**config.mk**
```make
export PLATFORM = sky130hd
export DESIGN_NAME = mem_stage_sram_ctrl
export DESIGN_NICKNAME = d
export VERILOG_FILES = /design/src/rtl/mem_ctrl_pkg.sv /design/src/rtl/sram_phase_counter.sv /design/src/rtl/mem_stage_sram_ctrl.sv
export SDC_FILE = /design/constraint.sdc
export NUM_CORES = 1
export LEC_CHECK = 0
export BUFFER_PORTS_ARGS = -buffer_cell sky130_fd_sc_hd__buf_2
export CAP_MARGIN = 20
export CORE_MARGIN = 2
export CORE_UTILIZATION = 46
export DETAILED_ROUTE_END_ITERATION = 8
export PLACE_DENSITY_LB_ADDON = 0.3
export SLEW_MARGIN = 20
export SYNTH_ARGS = -nofsm -noshare
export SYNTH_HDL_FRONTEND = slang
export SYNTH_SLANG_ARGS = --single-unit
```
**constraint.sdc**
```tcl
create_clock -name clk -period 2.1 [get_ports clk]
set_input_delay 0 -clock clk [delete_from_list [all_inputs] [get_ports clk]]
set_output_delay 0 -clock clk [all_outputs]
set_load 0.02 [all_outputs]
```
**src/rtl/mem_ctrl_pkg.sv**
```systemverilog
// mem_ctrl_pkg: shared types and constants for the memory-stage SRAM controller
package mem_ctrl_pkg;
  typedef enum logic [1:0] {IDLE, LO, HI, DONE} state_t;
  localparam int unsigned BASE_ADDR_DEF = 1024;
  localparam int HALF_W = 16;
endpackage

```
**src/rtl/sram_phase_counter.sv**
```systemverilog
// sram_phase_counter: loadable down-counter timing one SRAM halfword phase
module sram_phase_counter #(
  parameter int N = 2,
  localparam int W = (N > 1) ? $clog2(N) : 1
) (
  input  logic         clk,
  input  logic         rst,
  input  logic         load,
  output logic [W-1:0] cnt,
  output logic         tc
);
  always_ff @(posedge clk) begin
    if (rst) cnt <= '0;
    else if (load) cnt <= W'(N - 1);
    else if (cnt != '0) cnt <= cnt - 1'b1;
  end
  assign tc = cnt == '0;
endmodule

```
**src/rtl/mem_stage_sram_ctrl.sv**
```systemverilog
// mem_stage_sram_ctrl: splits 32-bit loads/stores into two 16-bit async SRAM accesses
module mem_stage_sram_ctrl
  import mem_ctrl_pkg::*;
#(
  parameter int unsigned BASE_ADDR     = BASE_ADDR_DEF,
  parameter int          ADDR_W        = 18,
  parameter int          ACCESS_CYCLES = 2
) (
  input  logic              clk,
  input  logic              rst,
  input  logic              wr_en,
  input  logic              rd_en,
  input  logic [31:0]       address,
  input  logic [31:0]       write_data,
  output logic [31:0]       read_data,
  output logic              ready,
  output logic [ADDR_W-1:0] sram_addr,
  output logic [HALF_W-1:0] sram_dq_out,
  input  logic [HALF_W-1:0] sram_dq_in,
  output logic              sram_dq_oe,
  output logic              sram_we_n,
  output logic              sram_oe_n
);
  localparam int CW = $clog2(ACCESS_CYCLES);
  state_t state, state_n;
  logic is_wr, req, load, tc, busy, first;
  logic [ADDR_W-2:0] word_q;
  logic [31:0] wd_q, offset;
  logic [CW-1:0] cnt;
  logic unused_offset;
  assign req = wr_en | rd_en;
  assign offset = address - BASE_ADDR;
  assign unused_offset = ^{offset[31:ADDR_W+1], offset[1:0]};
  sram_phase_counter #(.N(ACCESS_CYCLES)) u_cnt (
    .clk (clk),
    .rst (rst),
    .load(load),
    .cnt (cnt),
    .tc  (tc)
  );
  always_ff @(posedge clk) begin
    if (rst) state <= IDLE;
    else state <= state_n;
  end
  always_ff @(posedge clk) begin
    if (rst) begin
      is_wr     <= 1'b0;
      word_q    <= '0;
      wd_q      <= '0;
      read_data <= '0;
    end else begin
      if (state == IDLE && req) begin
        is_wr  <= wr_en;
        word_q <= offset[ADDR_W:2];
        wd_q   <= write_data;
      end
      if (!is_wr && tc && state == LO) read_data[15:0] <= sram_dq_in;
      if (!is_wr && tc && state == HI) read_data[31:16] <= sram_dq_in;
    end
  end
  always_comb begin
    state_n = state;
    load    = 1'b0;
    unique case (state)
      IDLE: if (req) begin state_n = LO; load = 1'b1; end
      LO:   if (tc) begin state_n = HI; load = 1'b1; end
      HI:   if (tc) state_n = DONE;
      default: state_n = IDLE;
    endcase
  end
  // first cycle of each phase leaves we_n high so the address settles before the strobe
  assign busy        = state == LO || state == HI;
  assign first       = cnt == CW'(ACCESS_CYCLES - 1);
  assign ready       = state == DONE || (state == IDLE && !req);
  assign sram_addr   = {word_q, state == HI};
  assign sram_dq_out = state == HI ? wd_q[31:16] : wd_q[15:0];
  assign sram_dq_oe  = busy && is_wr;
  assign sram_we_n   = !(busy && is_wr && !first);
  assign sram_oe_n   = !(busy && !is_wr);
endmodule
```
---- After elaboration in Yosys (flattened, before gate mapping) ----
Index checks and enable logic that the tools add are counted.
storage, ports and cells
  output and inout bits ................... 70
  word-level logic and storage cells ...... 44
  bits in writable memories ............... 0
  register bits after elaboration ......... 85
  bits in latches ......................... 0
  memories ................................ 0
  memory bits (read-only) ................. 0
  input port bits ......................... 84
operators by class
  div/mod/pow operators ................... 0
  eq/ne operators ......................... 6
  shift operators ......................... 0
  magnitude comparators ................... 0
  add/subtract/negate cells ............... 2
  reduce and logical (&&, ||, !) cells .... 17
  $mul .................................... 0
  bitwise logic cells ..................... 2
  muxes and demuxes ....................... 10
operators by type and width
  cell                                                 count
  subtractor 19 x 11 -> 19 bit, second input constant  1
  2-to-1 mux 16 bit                                    1
  logical AND 1 bit                                    8
  2-to-1 mux 2 bit                                     3
  != test 2 bit, second input constant                 3
  case mux 2 bit (3 select lines)                      1
  logical NOT 1 bit                                    5
  equality test 2 bit, second input constant           2
  2-to-1 mux 1 bit                                     4
  AND reduction 3 bit                                  1
  equality test 2 x 1 -> 1 bit, second input constant  1
  logical NOT 2 bit                                    1
  logical OR 1 bit                                     2
  case mux 1 bit (2 select lines)                      1
  NOT 1 bit                                            1
  OR 1 bit                                             1
  subtractor 1 bit, second input constant              1

---- Longest topological paths before layout ----
  depth in word-level cells ............... 5
  gate-level depth with buffers ........... 7

---- By module ----
A second synthesis with hierarchy kept.
second synthesis, totals
  cell total of the unflattened synthesis .. 414
  area total of the unflattened synthesis .. 3,423.3 sq um
modules (own cells, without submodules)
  module               cells an instance  area each (sq um)  times used  seq. area each (sq um)
  mem_stage_sram_ctrl  411                3,385.7            1           1,681.6
  sram_phase_counter   3                  37.5               1           20.0

---- Worst setup path after synthesis ----
OpenSTA, ideal clock, no wires.
  path type ............................... flip-flop to flip-flop
  start ................................... reg state[0]
  end ..................................... reg read_data[21]
  path slack .............................. 0.307 ns
  arrival time ............................ 1.722 ns
  stages on the path, launching flop included .. 8
  clock period less this slack ............ 1.793 ns
  setup time .............................. 0.070 ns
  cells stage by stage .................... dfxtp_1 > inv_1 > ha_1 > buf_2 > nor3b_2 > clkbuf_1 > nand2_1 > a21oi_1
on the way
  longest elaborated chain between the ends .. 2
ends and longest elaborated chain
  item                    line                       RTL
  start, declared         mem_stage_sram_ctrl.sv:25  state_t state, state_n;
  start signal, assigned  mem_stage_sram_ctrl.sv:43  else state <= state_n;
  equality test 2 bit     -
  via sram_addr[0]        mem_stage_sram_ctrl.sv:17  output logic [ADDR_W-1:0] sram_addr,
  logical AND 1 bit       mem_stage_sram_ctrl.sv:58  if (!is_wr && tc && state == HI) read_data[31:16] <= sram_dq_in;
  end signal, assigned    mem_stage_sram_ctrl.sv:58
  end, declared           mem_stage_sram_ctrl.sv:15  output logic [31:0] read_data,
The timed path passes the listed nets, and every way through them passes these cells.
A chain may end at the register's enable or synchronous reset.

---- Worst setup path in the final report ----
  start ................................... reg state[1]
  end ..................................... out ready
on the way
  longest elaborated chain between the ends .. 3
  elaborated cells on any way between the ends .. 4
ends and longest elaborated chain
  item                line                       RTL
  logical NOT 2 bit   mem_stage_sram_ctrl.sv:74  assign ready = state == DONE || (state == IDLE && !req);
  logical AND 1 bit   mem_stage_sram_ctrl.sv:74
  logical OR 1 bit *  mem_stage_sram_ctrl.sv:74
  end, declared       mem_stage_sram_ctrl.sv:16  output logic ready,
Mark *: on every way between the ends. The rest lies on a longest branch, timed or not.

==> run_results.csv <==
group,metric,value,unit
clocking,insertion_delay,0.35,ns
detailed_routing,detailroute.via_count,3487,
clocking,clkSlewWorstSetupHoldPaths,0.09,ns
grt,pin_count_of_the_biggest_net_entering_global_routing,86,
detailed_routing,drt-vias-per-instance,4.92,
synthesis,synth_edf_count,0,
layout,n_antenna_cell,0,
clocking,cts_tree,"done",
grt,grt_antenna_before_repair,0,
clocking,cts_resized,0,
timing,fin_crit,1.83,ns
timing,worst_clock_skew,0.00681,ns
layout,final_layout_size_suffix_gt1_frac,0.308,
worst_setup_path,timing.critical_path.fanout_max,5,
worst_hold_path,hold_crit_depth,4,
power_and_ir_drop,seq_power_share,0.362,
timing,setup-violations-final,0,
synthesis,syn-num-nets,499,
synthesis,asyncSetResetFlopFracSynth,0,
power_and_ir_drop,power.share.switching,0.389,
synthesis,synth_seq_area_share,0.511,
power_and_ir_drop,p_switching,2.40,mW
clocking,ctsRootBufferMaster,"sky130_fd_sc_hd__clkbuf_8",
synthesis,yosys-top-cells-area,"sky130_fd_sc_hd__dfxtp_1 (51%), sky130_fd_sc_hd__nand2_1 (17%), sky130_fd_sc_hd__a21oi_1 (11%)",
layout,area_growth,51.1,%
detailed_routing,antenna_violating_nets_post_route,0,
timing,final_min_period_over_clock_period,0.870,
worst_setup_path,critical-path-slowest-cell,"sky130_fd_sc_hd__or3b_2",
clocking,clockBufferDepth,2,
clocking,postCtsSetupRepairBufs,0,
placement,dp.final_hpwl,5510,um
floorplanning,die_height,89.1,um
floorplanning,design.portCount,154,
power_and_ir_drop,total_leakage_power,2.26,nW
synthesis,netlist.top_cell.by_area,"sky130_fd_sc_hd__dfxtp_1",
layout,final_area,5030,um2
floorplanning,start_util,0.467,
timing,hold_ws,0.145,ns
timing,setup-tns-final,0,ns
clocking,clock_tree.htree_level_count,3,
clocking,clkSinkCount,85,
worst_hold_path,min_path_type,"in2reg",
detailed_routing,drt-wirelength-per-cell,13.2,um
layout,fillCellCount,588,
placement,io_buffer_count,138,
floorplanning,fp.dieArea,7930,um2
power_and_ir_drop,internal-power,3.76,mW
clocking,cts_hold_repair.buffers,66,
timing,rsz_0062_raised_after_global_routing,"no",
timing,timing.slew.headroom,0.292,
worst_setup_path,critPathRequiredTime,2.10,ns
power_and_ir_drop,power,6.16,mW
detailed_routing,detail_route.iter0.violations,125,
floorplanning,fp.dieW,89.1,um
worst_setup_path,data_arrival_time_of_the_critical_path,1.83,ns
synthesis,synth_top_cells_by_count,"sky130_fd_sc_hd__nand2_1 (147), sky130_fd_sc_hd__dfxtp_1 (85), sky130_fd_sc_hd__a21oi_1 (76)",
floorplanning,row_count,31,
synthesis,post_synth.cell_area_avg,8.12,um2
worst_setup_path,worst_setup_path_end_kind,"primary output",
detailed_routing,highest_layer,"met4",
power_and_ir_drop,max-vdd-ir-drop,0.731,mV
layout,final-instance-count-excl-fill,709,
placement,numPlacedInstances,627,
detailed_routing,dr.pass1.iters,4,
detailed_routing,drt-total-wl,9330,um
synthesis,yosysWarnings,0,
worst_setup_path,crit_type,"reg2out",
synthesis,ys_ff_latch,85,
floorplanning,coreArea,7140,um2
worst_setup_path,timing.reg2reg.worst_path_depth,6,
placement,placedInstanceArea,4120,um2
detailed_routing,met2_length,4660,um
detailed_routing,route.detailed.drc,0,
timing,slew_violations,0,
worst_setup_path,critPathLaunchType,"register",
grt,overflow,0,
grt,grt_pass1_vias,3223,
timing,finalHoldViolations,0,
synthesis,post_synth_inst_count,410,
status,run_status,"completed",
synthesis,synth-main-ff-cell,"sky130_fd_sc_hd__dfxtp_1",
placement,placer_s_final_routability_congestion_estimate,0.786,
timing,clock.fmax,547,MHz
job,max_cap_violations,0,
synthesis,distinct_cell_type_count_after_synthesis,29,
power_and_ir_drop,power_frac_clock,0.227,
detailed_routing,drt-met1-wl,3910,um
worst_setup_path,peak_per_stage_delay_on_the_critical_path,0.52,ns
detailed_routing,wl_met3,620,um
layout,nNetsFinal,694,
grt,grt_use_total,0.231,
worst_setup_path,cp_cell_sequence,"inv_1, ha_1, or3b_2, nand2b_1, buf_2",
synthesis,synth.most_common_cell,"sky130_fd_sc_hd__nand2_1",
power_and_ir_drop,power.density_cell_area,1220,nW/um2
synthesis,synth_largest_type_area_fraction,0.511,
power_and_ir_drop,p_comb_frac,0.411,
grt,grt_pass1_wl,14400,um
clocking,tritoncts.num_buffers,9,
timing,max_slew.worst_pin.slew,1.06,ns
synthesis,synthesis.area,3330,um2
[layout by cell type (no fill, tap or decap), drive strengths merged]
master / netlist / routed
nand2b: 6 / 6
bufinv: 0 / 3
buf: 4 / 145
or3b: 3 / 3
or3: 3 / 3
o31ai: 2 / 2
a21oi: 76 / 76
clkinv: 0 / 2
and2: 1 / 1
nand2: 147 / 147
nor3b: 2 / 2
dfxtp: 85 / 85
nand3: 1 / 1
dlygate4sd3: 0 / 66
o21ai: 5 / 5
or4: 3 / 3
nor2: 10 / 10
a21o: 1 / 1
a211oi: 3 / 3
o21a: 1 / 1
clkbuf: 23 / 9
ha: 5 / 5
or4b: 1 / 1
inv: 4 / 6
or2: 1 / 1
mux2: 16 / 16
a311oi: 7 / 7
[area by class of cell]
| class | count | area (um2) | area share |
|---|---|---|---|
| sequential | 85 | 1700 | 0.338 |
| multi-input combinational | 294 | 1530 | 0.304 |
| timing repair buffer | 211 | 1420 | 0.282 |
| clock buffer | 9 | 124 | 0.0246 |
| tap | 99 | 124 | 0.0246 |
| clock inverter | 7 | 121 | 0.0241 |
| inverter | 4 | 15.0 | 0.00299 |
[critical path, delay by kind of cell (launching register included)]
| family | cells | cell delay (ns) |
|---|---|---|
| fa+ha+maj | 1 | 0.28 |
| buf+inv | 2 | 0.26 |
| flops | 1 | 0.34 |
| simple gates | 2 | 0.61 |
[power groups by stage]
stage | Sequential [mW] | Clock [mW] | Combinational, mW
2_1_floorplan | 2.49 | 0 | 1.43
3_3_place_gp | 2.24 | 0 | 2.38
3_5_place_dp | 2.27 | 0 | 2.42
4_1_cts | 2.23 | 1.42 | 2.52
5_1_grt | 2.29 | 1.49 | 2.78
6_report | 2.23 | 1.40 | 2.53
[routing by layer]
layer	vias to the layer above	track usage
met5	-	0
met4	0	0.0733
met3	15	0.0609
met2	118	0.419
met1	1600	0.265
li1	1754	-
[state kept, by name, indices dropped and copies added (netlist names)]
| register | count |
|---|---|
| is_wr | 1 |
| read_data | 32 |
| state | 2 |
| u_cnt.cnt | 1 |
| wd_q | 32 |
| word_q | 17 |
[per-stage QoR]
| step | utilization | worst slack [ns] |
|---|---|---|
| 2_1_floorplan | - | 0.307 |
| 3_3_place_gp | 0.578 | 0.425 |
| 3_5_place_dp | 0.578 | 0.372 |
| 4_1_cts | 0.705 | 0.258 |
| 5_1_grt | 0.705 | 0.171 |
| 6_report | 0.705 | 0.273 |
[cell families after synthesis]
family / share of synthesized area
AOI/OAI and AO/OA: 0.156
muxes: 0.0541
DFF: 0.511
buffers and inverters: 0.0353
and+or+nand+nor: 0.225
adders and majority gates: 0.0188
[final timing paths]
path / from / endpoint / slack [ns]
worst max-delay path: state[1]$_SDFFE_PP0P_ / ready / 0.27
worst min-delay path: rd_en / state[1]$_SDFFE_PP0P_ / 0.14
worst max register to register: state[1]$_SDFFE_PP0P_ / wd_q[5]$_SDFFE_PP0P_ / 0.37
worst min register to register: wd_q[13]$_SDFFE_PP0P_ / wd_q[13]$_SDFFE_PP0P_ / 0.46
(Power assumes the default switching activity.)
